## src/rtl/microwave_controller.sv

```systemverilog
// Microwave sequencing FSM: routes keypad digits into the countdown timer and gates
// countdown/magnetron on door state, with pause, resume, cancel and a timed done flag.
//
// state      | meaning
// IDLE       | no time entered, waiting for the first digit
// ENTRY      | digits being loaded into the timer
// COOKING    | timer counting down, magnetron on
// PAUSED     | countdown held by stop or open door
// DONE       | countdown finished, done flag held for DONE_CYCLES
module microwave_controller #(
  parameter int MAX_DIGITS  = 4,
  parameter int DONE_CYCLES = 3
) (
  input  logic       clock,
  input  logic       clear,
  input  logic       key_valid,
  input  logic [3:0] key_data,
  input  logic       start,
  input  logic       stop,
  input  logic       door_closed,
  input  logic       timer_zero,
  output logic [3:0] timer_data,
  output logic       timer_loadn,
  output logic       timer_clear,
  output logic       timer_enable,
  output logic       magnetron_on,
  output logic       done
);

  localparam int CNT_W  = $clog2(MAX_DIGITS + 1);
  localparam int DONE_W = (DONE_CYCLES > 1) ? $clog2(DONE_CYCLES + 1) : 1;

  typedef enum logic [2:0] {
    ST_IDLE    = 3'd0,
    ST_ENTRY   = 3'd1,
    ST_COOKING = 3'd2,
    ST_PAUSED  = 3'd3,
    ST_DONE    = 3'd4
  } state_t;

  state_t              state_q, state_nx;
  logic [CNT_W-1:0]    count_q, count_nx;
  logic [DONE_W-1:0]   done_cnt_q, done_cnt_nx;
  logic [3:0]          data_nx;
  logic                loadn_nx, clear_nx, run_nx, done_nx;
  logic                key_ok;

  assign key_ok = key_valid && (key_data <= 4'd9);

  always_ff @(posedge clock or posedge clear) begin
    if (clear) begin
      state_q      <= ST_IDLE;
      count_q      <= '0;
      done_cnt_q   <= '0;
      timer_data   <= 4'd0;
      timer_loadn  <= 1'b1;
      timer_clear  <= 1'b0;
      timer_enable <= 1'b0;
      magnetron_on <= 1'b0;
      done         <= 1'b0;
    end else begin
      state_q      <= state_nx;
      count_q      <= count_nx;
      done_cnt_q   <= done_cnt_nx;
      timer_data   <= data_nx;
      timer_loadn  <= loadn_nx;
      timer_clear  <= clear_nx;
      timer_enable <= run_nx;
      magnetron_on <= run_nx;
      done         <= done_nx;
    end
  end

  always_comb begin
    state_nx    = state_q;
    count_nx    = count_q;
    done_cnt_nx = done_cnt_q;
    data_nx     = timer_data;
    loadn_nx    = 1'b1;
    clear_nx    = 1'b0;
    run_nx      = 1'b0;
    done_nx     = 1'b0;
    case (state_q)
      ST_IDLE: begin
        if (key_ok) begin
          data_nx  = key_data;
          loadn_nx = 1'b0;
          count_nx = CNT_W'(1);
          state_nx = ST_ENTRY;
        end
      end
      ST_ENTRY: begin
        if (stop) begin
          clear_nx = 1'b1;
          count_nx = '0;
          state_nx = ST_IDLE;
        end else if (start && door_closed && !timer_zero) begin
          run_nx   = 1'b1;
          state_nx = ST_COOKING;
        end else if (key_ok && (count_q < CNT_W'(MAX_DIGITS))) begin
          data_nx  = key_data;
          loadn_nx = 1'b0;
          count_nx = count_q + CNT_W'(1);
        end
      end
      ST_COOKING: begin
        // Staying here needs door_closed at this edge, so the magnetron never runs open.
        if (stop || !door_closed) begin
          state_nx = ST_PAUSED;
        end else if (timer_zero) begin
          done_nx     = 1'b1;
          done_cnt_nx = DONE_W'(DONE_CYCLES - 1);
          state_nx    = ST_DONE;
        end else begin
          run_nx = 1'b1;
        end
      end
      ST_PAUSED: begin
        if (stop) begin
          clear_nx = 1'b1;
          count_nx = '0;
          state_nx = ST_IDLE;
        end else if (start && door_closed) begin
          run_nx   = 1'b1;
          state_nx = ST_COOKING;
        end
      end
      ST_DONE: begin
        if (stop || (done_cnt_q == '0)) begin
          count_nx = '0;
          state_nx = ST_IDLE;
        end else begin
          done_cnt_nx = done_cnt_q - DONE_W'(1);
          done_nx     = 1'b1;
        end
      end
      default: begin
        count_nx = '0;
        state_nx = ST_IDLE;
      end
    endcase
  end

endmodule

```

## config.mk

```make
export PLATFORM = sky130hd
export DESIGN_NAME = microwave_controller
export DESIGN_NICKNAME = d
export VERILOG_FILES = /design/src/rtl/microwave_controller.sv
export SDC_FILE = /design/constraint.sdc
export NUM_CORES = 1
export LEC_CHECK = 0
export BUFFER_PORTS_ARGS = -buffer_cell sky130_fd_sc_hd__buf_2
export CAP_MARGIN = 5
export CORE_ASPECT_RATIO = 0.6
export CORE_MARGIN = 8
export CORE_UTILIZATION = 30
export CTS_CLUSTER_DIAMETER = 60
export CTS_CLUSTER_SIZE = 16
export DETAILED_ROUTE_END_ITERATION = 10
export GPL_ROUTABILITY_DRIVEN = 0
export PLACE_DENSITY = 0.46
export SYNTH_ARGS = -nofsm -noshare
export SYNTH_HDL_FRONTEND = slang
export SYNTH_SLANG_ARGS = --single-unit
```

## constraint.sdc

```tcl
create_clock -name clock -period 2 [get_ports clock]
set_clock_uncertainty 0.2 [all_clocks]
set_input_delay 0.3 -clock clock [delete_from_list [all_inputs] [get_ports clock]]
set_output_delay 0.3 -clock clock [all_outputs]
set_load 0.01 [all_outputs]
```

==> impl_metrics.yaml, run 1 <==
setup_path:
  critPathSlowestCell: "dfrtp_1"
  reg2reg_depth: 3
  reg2reg_to: "done_cnt_q[0]"
  worstReg2RegStart: "state_q[0]"
  worstPathArrival_ns: 1.84
  cp.required_ns: 1.94
  critPathMaxFanout: 10
  crit_chain: "or3b_4 -> o32ai_4 -> mux2_2"
  crit_cells: 3
  setup.worst_path.start_class: "register"
  worst_setup_path_end_kind: "register"
  slowest_delay_ns: 0.48
  path_delay_family: "flip-flops"
  r2r_slack_ns: 0.1
  crit_buf_inv: 0
  crit_type: "register to register"
detailed_routing:
  wl_per_cell_um: 13.4
  wl_um: 1940
  route.detailed.drc: 0
  ant_nets: 0
  drt_iter0_drc: 22
  viasPerCell: 4.58
  drt_pass1_iterations: 4
  num_vias: 660
synthesis:
  synth_top_flop_cell: "dfrtp_1"
  synthCells: 79
  synthAdderAreaFrac_pct: 2.85
  synth.area.top_cells: "dfrtp_1, mux2_2, inv_1"
  synth.distinct_cells: 33
  synth_compound_area_share_pct: 20.7
  synthArstFlopShare_pct: 100
  synth.mux.area_fraction_pct: 8.83
  synthSimpleGateAreaFrac_pct: 15.5
  synth_area_leader_cell: "dfrtp_1"
  yosysSeqAreaShare_pct: 45.7
  synth_top_family_by_area: "compound AO/OA/AOI/OAI gates"
  synthDominantCellAreaShare_pct: 42.7
  synth_edf_count: 0
  synth_nets: 92
  synthXorXnorAreaFrac_pct: 0
  yosys_warnings: 0
  avgSynthCellArea_um2: 11.1
  synth-seq-cells: 16
  syn-cell-area_um2: 878
floorplan:
  die_x_um: 85.9
  io_pins: 20
  rows: 15
  dieArea_mm2: 0.00497
  start_util_pct: 31.0
  fp.dieH_um: 57.9
  design.core.area_mm2: 0.00283
sta:
  slew_headroom_pct: 58.7
  finalMaxSlewViolations: 0
  hold_slack_ns: 0.0782
  fin_crit_sh_pct: 95.0
  final_hold_viol_count: 0
  max_freq_mhz: 526
  worst_pin_slew_ns: 0.619
  period_needed_ns: 1.90
  grt_setup_unrepaired: "no"
  layout_setup_ws_ns: 0.0990
  setup-violations-final: 0
  final.setup.tns_ns: 0
layout:
  num-fill-cells: 270
  final_nets: 116
  fin_cells: 144
  multi_input_area_um2: 420
  drive_above_1_share_pct: 41.2
  n_antenna_cell: 0
  final_area_mm2: 0.00109
  post-route-util_pct: 38.5
  areaGrowthSynthToFinish_pct: 24.2
  regArea_um2: 402
grt:
  antenna_found_initial: 0
  grt_remaining_overflow: 0
  grt_max_degree: 17
  grt_pass1_vias: 666
  grt_pass1_wl_um: 3250
  grt_use_total_pct: 8.50
flow_run:
  drv_cap: 0
clock_network:
  clockBufferDepth: 2
  insertion_delay_ns: 0.25
  cts_tree: "built"
  numClockSinks: 16
  clk_pin_slew_worst_paths_ns: 0.06
  cts_root_buf: "clkbuf_8"
  cts_buffers: 3
  htree_num_levels: 1
placement:
  port_buffers: 19
  dp.cells: 139
  hpwl_um: 1480
  dp_slack_ns: 0.112
  placed_area_mm2: 0.00103
worst_hold_path:
  hold_depth: 2
  min_from: "key_data[0]"
  min_to: "timer_data[0]"
  worstHoldPathType: "input port to register"
outcome:
  status: "complete, no violations"
power_and_ir_drop:
  p_per_area_mw_per_mm2: 1100
  ir_drop_v: 0.000420
  design_power_total_mw: 1.20
  p_leak_nw: 0.510
[worst register-to-register path, delay by kind of cell (launching register included)]
family,cells,cell delay (ns)
DFF,1,0.48
and+or+nand+nor,1,0.48
muxes,1,0.37
AOI/OAI and AO/OA,1,0.26
[repair_timing]
action / 4_1_cts / 5_1_grt
endpoints found under the hold margin: 15 / 0
setup buffers: 0 / 0
resized for setup: 0 / 0
hold buffers: 1 / 0
[routing by layer]
layer  track usage, %  wire length (um)  vias up  part of all wire (%)
li1                 -                 -      328                     -
met4             3.71                30        0                   1.6
met3             3.66                86        4                   4.4
met5                0                 0        -                     0
met1             10.9              1050      318                    54
met2             12.0               767       10                    40
[state kept, by name (all words and copies together), names as in the netlist]
signal	count
state_q	3
done_cnt_q	2
timer_data	4
timer_clear	1
timer_loadn	1
magnetron_on	1
count_q	3
done	1
[cell type report]
cell class              count  area share (%)
clock buffers               4            5.05
flip-flops and latches     16            36.8
multi-input cells          50            38.5
well taps                  42            4.82
inverters                   9            3.10
repair buffers             23            11.7
[placed cells by master, fill, tap and decap left out, drive strengths merged]
cell,netlist,routed
a41oi,1,1
a211o,1,1
nand2,3,3
o22ai,1,1
o211ai,1,1
ha,2,2
mux2i,1,1
or3b,4,4
clkbuf,1,4
inv,9,9
nand2b,1,1
o32ai,3,3
buf,3,22
dfstp,1,1
a21oi,2,2
o2111a,1,1
and3b,1,1
o31ai,1,1
o21a,1,1
nor2b,1,1
nor3b,1,1
and2,1,1
a32o,1,1
o311a,1,1
o221ai,1,1
nor2,8,8
o21ai,3,3
dlygate4sd3,0,1
mux2,6,6
dfrtp,15,15
nand3,3,3
[power breakdown]
group,switching (mW),total [mW],leakage (nW),internal [mW]
clock network,0.115,0.289,0.0288,0.175
logic,0.220,0.432,0.278,0.212
registers,0.0622,0.478,0.203,0.416
[cells in the mapped netlist (2+ instances only)]
| master | instances |
|---|---|
| buf_2 | 2 |
| or3b_2 | 3 |
| o32ai_1 | 2 |
| nand3_1 | 3 |
| inv_1 | 9 |
| o21ai_0 | 3 |
| mux2_2 | 6 |
| nand2_1 | 3 |
| a21oi_1 | 2 |
| ha_1 | 2 |
| nor2_1 | 8 |
| dfrtp_1 | 15 |
[cells by family after synthesis]
kind of cell | count (synthesis)
simple gates | 23
compound gates | 18
flops | 16
buf+inv | 13
mux | 7
fa+ha+maj | 2
[worst max-delay path by stage]
stage	startpoint	to	slack [ns]
floorplan	state_q[0]	done_cnt_q[0]	0.18
CTS	state_q[0]	done_cnt_q[0]	0.10
finish	state_q[0]	done_cnt_q[0]	0.1
detailed placement	state_q[0]	done_cnt_q[0]	0.11
global route	state_q[0]	count_q[0]	0.02
global placement	state_q[0]	done_cnt_q[0]	0.12
(Power assumes the default switching activity.)
==> inputs of run 2 (changes only) <==
==> config.mk (replaced) <==
export PLATFORM = sky130hd
export DESIGN_NAME = microwave_controller
export DESIGN_NICKNAME = d
export VERILOG_FILES = /design/src/rtl/microwave_controller.sv
export SDC_FILE = /design/constraint.sdc
export NUM_CORES = 1
export LEC_CHECK = 0
export CAP_MARGIN = 5
export CELL_PAD_IN_SITES_DETAIL_PLACEMENT = 1
export CELL_PAD_IN_SITES_GLOBAL_PLACEMENT = 2
export CORE_ASPECT_RATIO = 0.6
export CORE_MARGIN = 8
export CORE_UTILIZATION = 30
export CTS_CLUSTER_DIAMETER = 60
export CTS_CLUSTER_SIZE = 16
export DETAILED_ROUTE_END_ITERATION = 10
export DONT_BUFFER_PORTS = 1
export GPL_ROUTABILITY_DRIVEN = 0
export HOLD_SLACK_MARGIN = 0.15
export PLACE_DENSITY = 0.59
export SYNTH_ARGS = -nofsm -noshare
export SYNTH_HDL_FRONTEND = slang
export SYNTH_SLANG_ARGS = --single-unit
==> run 2 against run 1 <==
Sequential cell count unchanged. Critical path depth did not move. First-iteration DRC count increased by 77%. Power is 0.14% higher. Cell area down 0.69%. Utilization shrank 0.26 points. Non-clock buffer count shrank 10. Wire length is 15% higher. Clock power is 2% higher. Via count fell by 3.5%. Sequential power increased by 7.7%. Highest routed layer unchanged.
==> impl_metrics.yaml, run 2 (same netlist as run 1, synthesis figures left out) <==
floorplan:
  rows: 15
  die_x_um: 85.9
  design.core.area_mm2: 0.00283
  start_util_pct: 31.0
  fp.dieH_um: 57.9
  io_pins: 20
  dieArea_mm2: 0.00497
detailed_routing:
  wl_um: 2220
  drt_pass1_iterations: 3
  ant_nets: 0
  wl_per_cell_um: 16.6
  route.detailed.drc: 0
  drt_iter0_drc: 39
  num_vias: 637
  viasPerCell: 4.75
setup_path:
  worstReg2RegStart: "state_q[2]"
  worstPathArrival_ns: 1.84
  crit_chain: "or3b_4 -> o32ai_4 -> mux2_2"
  slowest_delay_ns: 0.50
  critPathMaxFanout: 9
  critPathSlowestCell: "dfrtp_1"
  r2r_slack_ns: 0.1
  crit_type: "register to register"
  startpoint: "state_q[2]"
  worst_setup_path_end_kind: "register"
  cp.required_ns: 1.94
  reg2reg_to: "done_cnt_q[1]"
  reg2reg_depth: 3
  crit_buf_inv: 0
  setup.worst_path.start_class: "register"
  path_delay_family: "flip-flops"
power_and_ir_drop:
  p_leak_nw: 0.466
  p_per_area_mw_per_mm2: 1110
  ir_drop_v: 0.000325
clock_network:
  clockBufferDepth: 2
  clk_pin_slew_worst_paths_ns: 0.07
  cts_tree: "built"
  cts_buffers: 3
  holdBufCountCts: 9
  insertion_delay_ns: 0.25
  cts_resized: 0
  cts_root_buf: "clkbuf_8"
  numClockSinks: 16
  htree_num_levels: 1
  cts_post_setup_buffers_inserted: 0
layout:
  reg_top3: "timer_data: 4 flops, count_q: 3 flops, state_q: 3 flops"
  largest_register_ffs: 4
  post-route-util_pct: 38.2
  num-fill-cells: 328
  areaGrowthSynthToFinish_pct: 23.4
  drive_above_1_share_pct: 26.1
  n_antenna_cell: 0
  mostFrequentLayoutCell: "dfrtp_1"
  final_nets: 106
  regMostFlops: "timer_data"
  mostFrequentLayoutCells: "dfrtp_1, inv_1, dlygate4sd3_1"
sta:
  fin_crit_sh_pct: 95.0
  final.setup.tns_ns: 0
  period_needed_ns: 1.90
  max_freq_mhz: 526
  grt_setup_unrepaired: "no"
  worst_pin_slew_ns: 0.630
  slew_headroom_pct: 57.9
  setup-violations-final: 0
  final_hold_viol_count: 0
  finalMaxSlewViolations: 0
placement:
  hpwl_um: 1610
  port_buffers: 0
grt:
  grtUsageMet3_pct: 3.94
  grt_use_met2_pct: 14.6
  met1_usage_pct: 13.8
  grt_use_total_pct: 10.0
  grt_busiest_layer: "met2"
  grt_remaining_overflow: 0
  grt_max_degree: 17
  antenna_found_initial: 0
  grt_pass1_vias: 693
  grt_pass1_wl_um: 3860
worst_hold_path:
  hold_depth: 3
  min_from: "door_closed"
  min_to: "state_q[0]"
  worstHoldPathType: "input port to register"
outcome:
  status: "complete, no violations"
flow_run:
  drv_cap: 0
run 2: cell types whose count changed in the layout (fill, tap and decap cells not counted):
cell / delta
dlygate4sd3_1: +8
buf_2: -19
buf_4: +1
run 2: worst max-delay path by stage:
stage | to | cells after the start
2_1_floorplan | done_cnt_q[0] | 4
3_3_place_gp | done_cnt_q[1] | 3
3_5_place_dp | done_cnt_q[1] | 3
4_1_cts | done_cnt_q[1] | 3
5_1_grt | done_cnt_q[0] | 3
6_report | done_cnt_q[1] | 3
run 2: metal layers:
layer / part of all wire [%] / wire [um]
met5: 0 / 0
met4: 0.59 / 13
met3: 5.0 / 110
met2: 43 / 947
met1: 52 / 1150
run 2: layout make-up:
class                           instances  area [um^2]  area share [%]
Multi-Input combinational cell         50          420            38.8
Inverter                                9         33.8            3.12
Clock buffer                            4         55.1            5.08
Sequential cell                        16          402            37.1
Timing Repair Buffer                   13          120            11.1
Tap cell                               42         52.6            4.85
run 2: metrics by stage:
stage	setup WS [ns]	hold WS, ns	power [mW]	cell area (um^2)	instances
after floorplan	0.175	0.0130	0.792	878	79
after global placement	0.160	0.114	0.897	938	121
after detailed placement	0.130	0.117	0.897	938	121
after CTS	0.0968	0.152	1.21	1080	134
after global routing	0.0338	0.187	1.28	1080	134
final	0.0996	0.153	1.20	1080	134
run 2: worst register-to-register path, cell delays in order (launching register included):
cell and delay (ns):
dfrtp_1 0.50, or3b_4 0.46, o32ai_4 0.26, mux2_2 0.37
run 2: power breakdown:
part,internal [mW],switching (mW)
Sequential,0.417,0.0988
Clock,0.175,0.119
Combinational,0.199,0.192
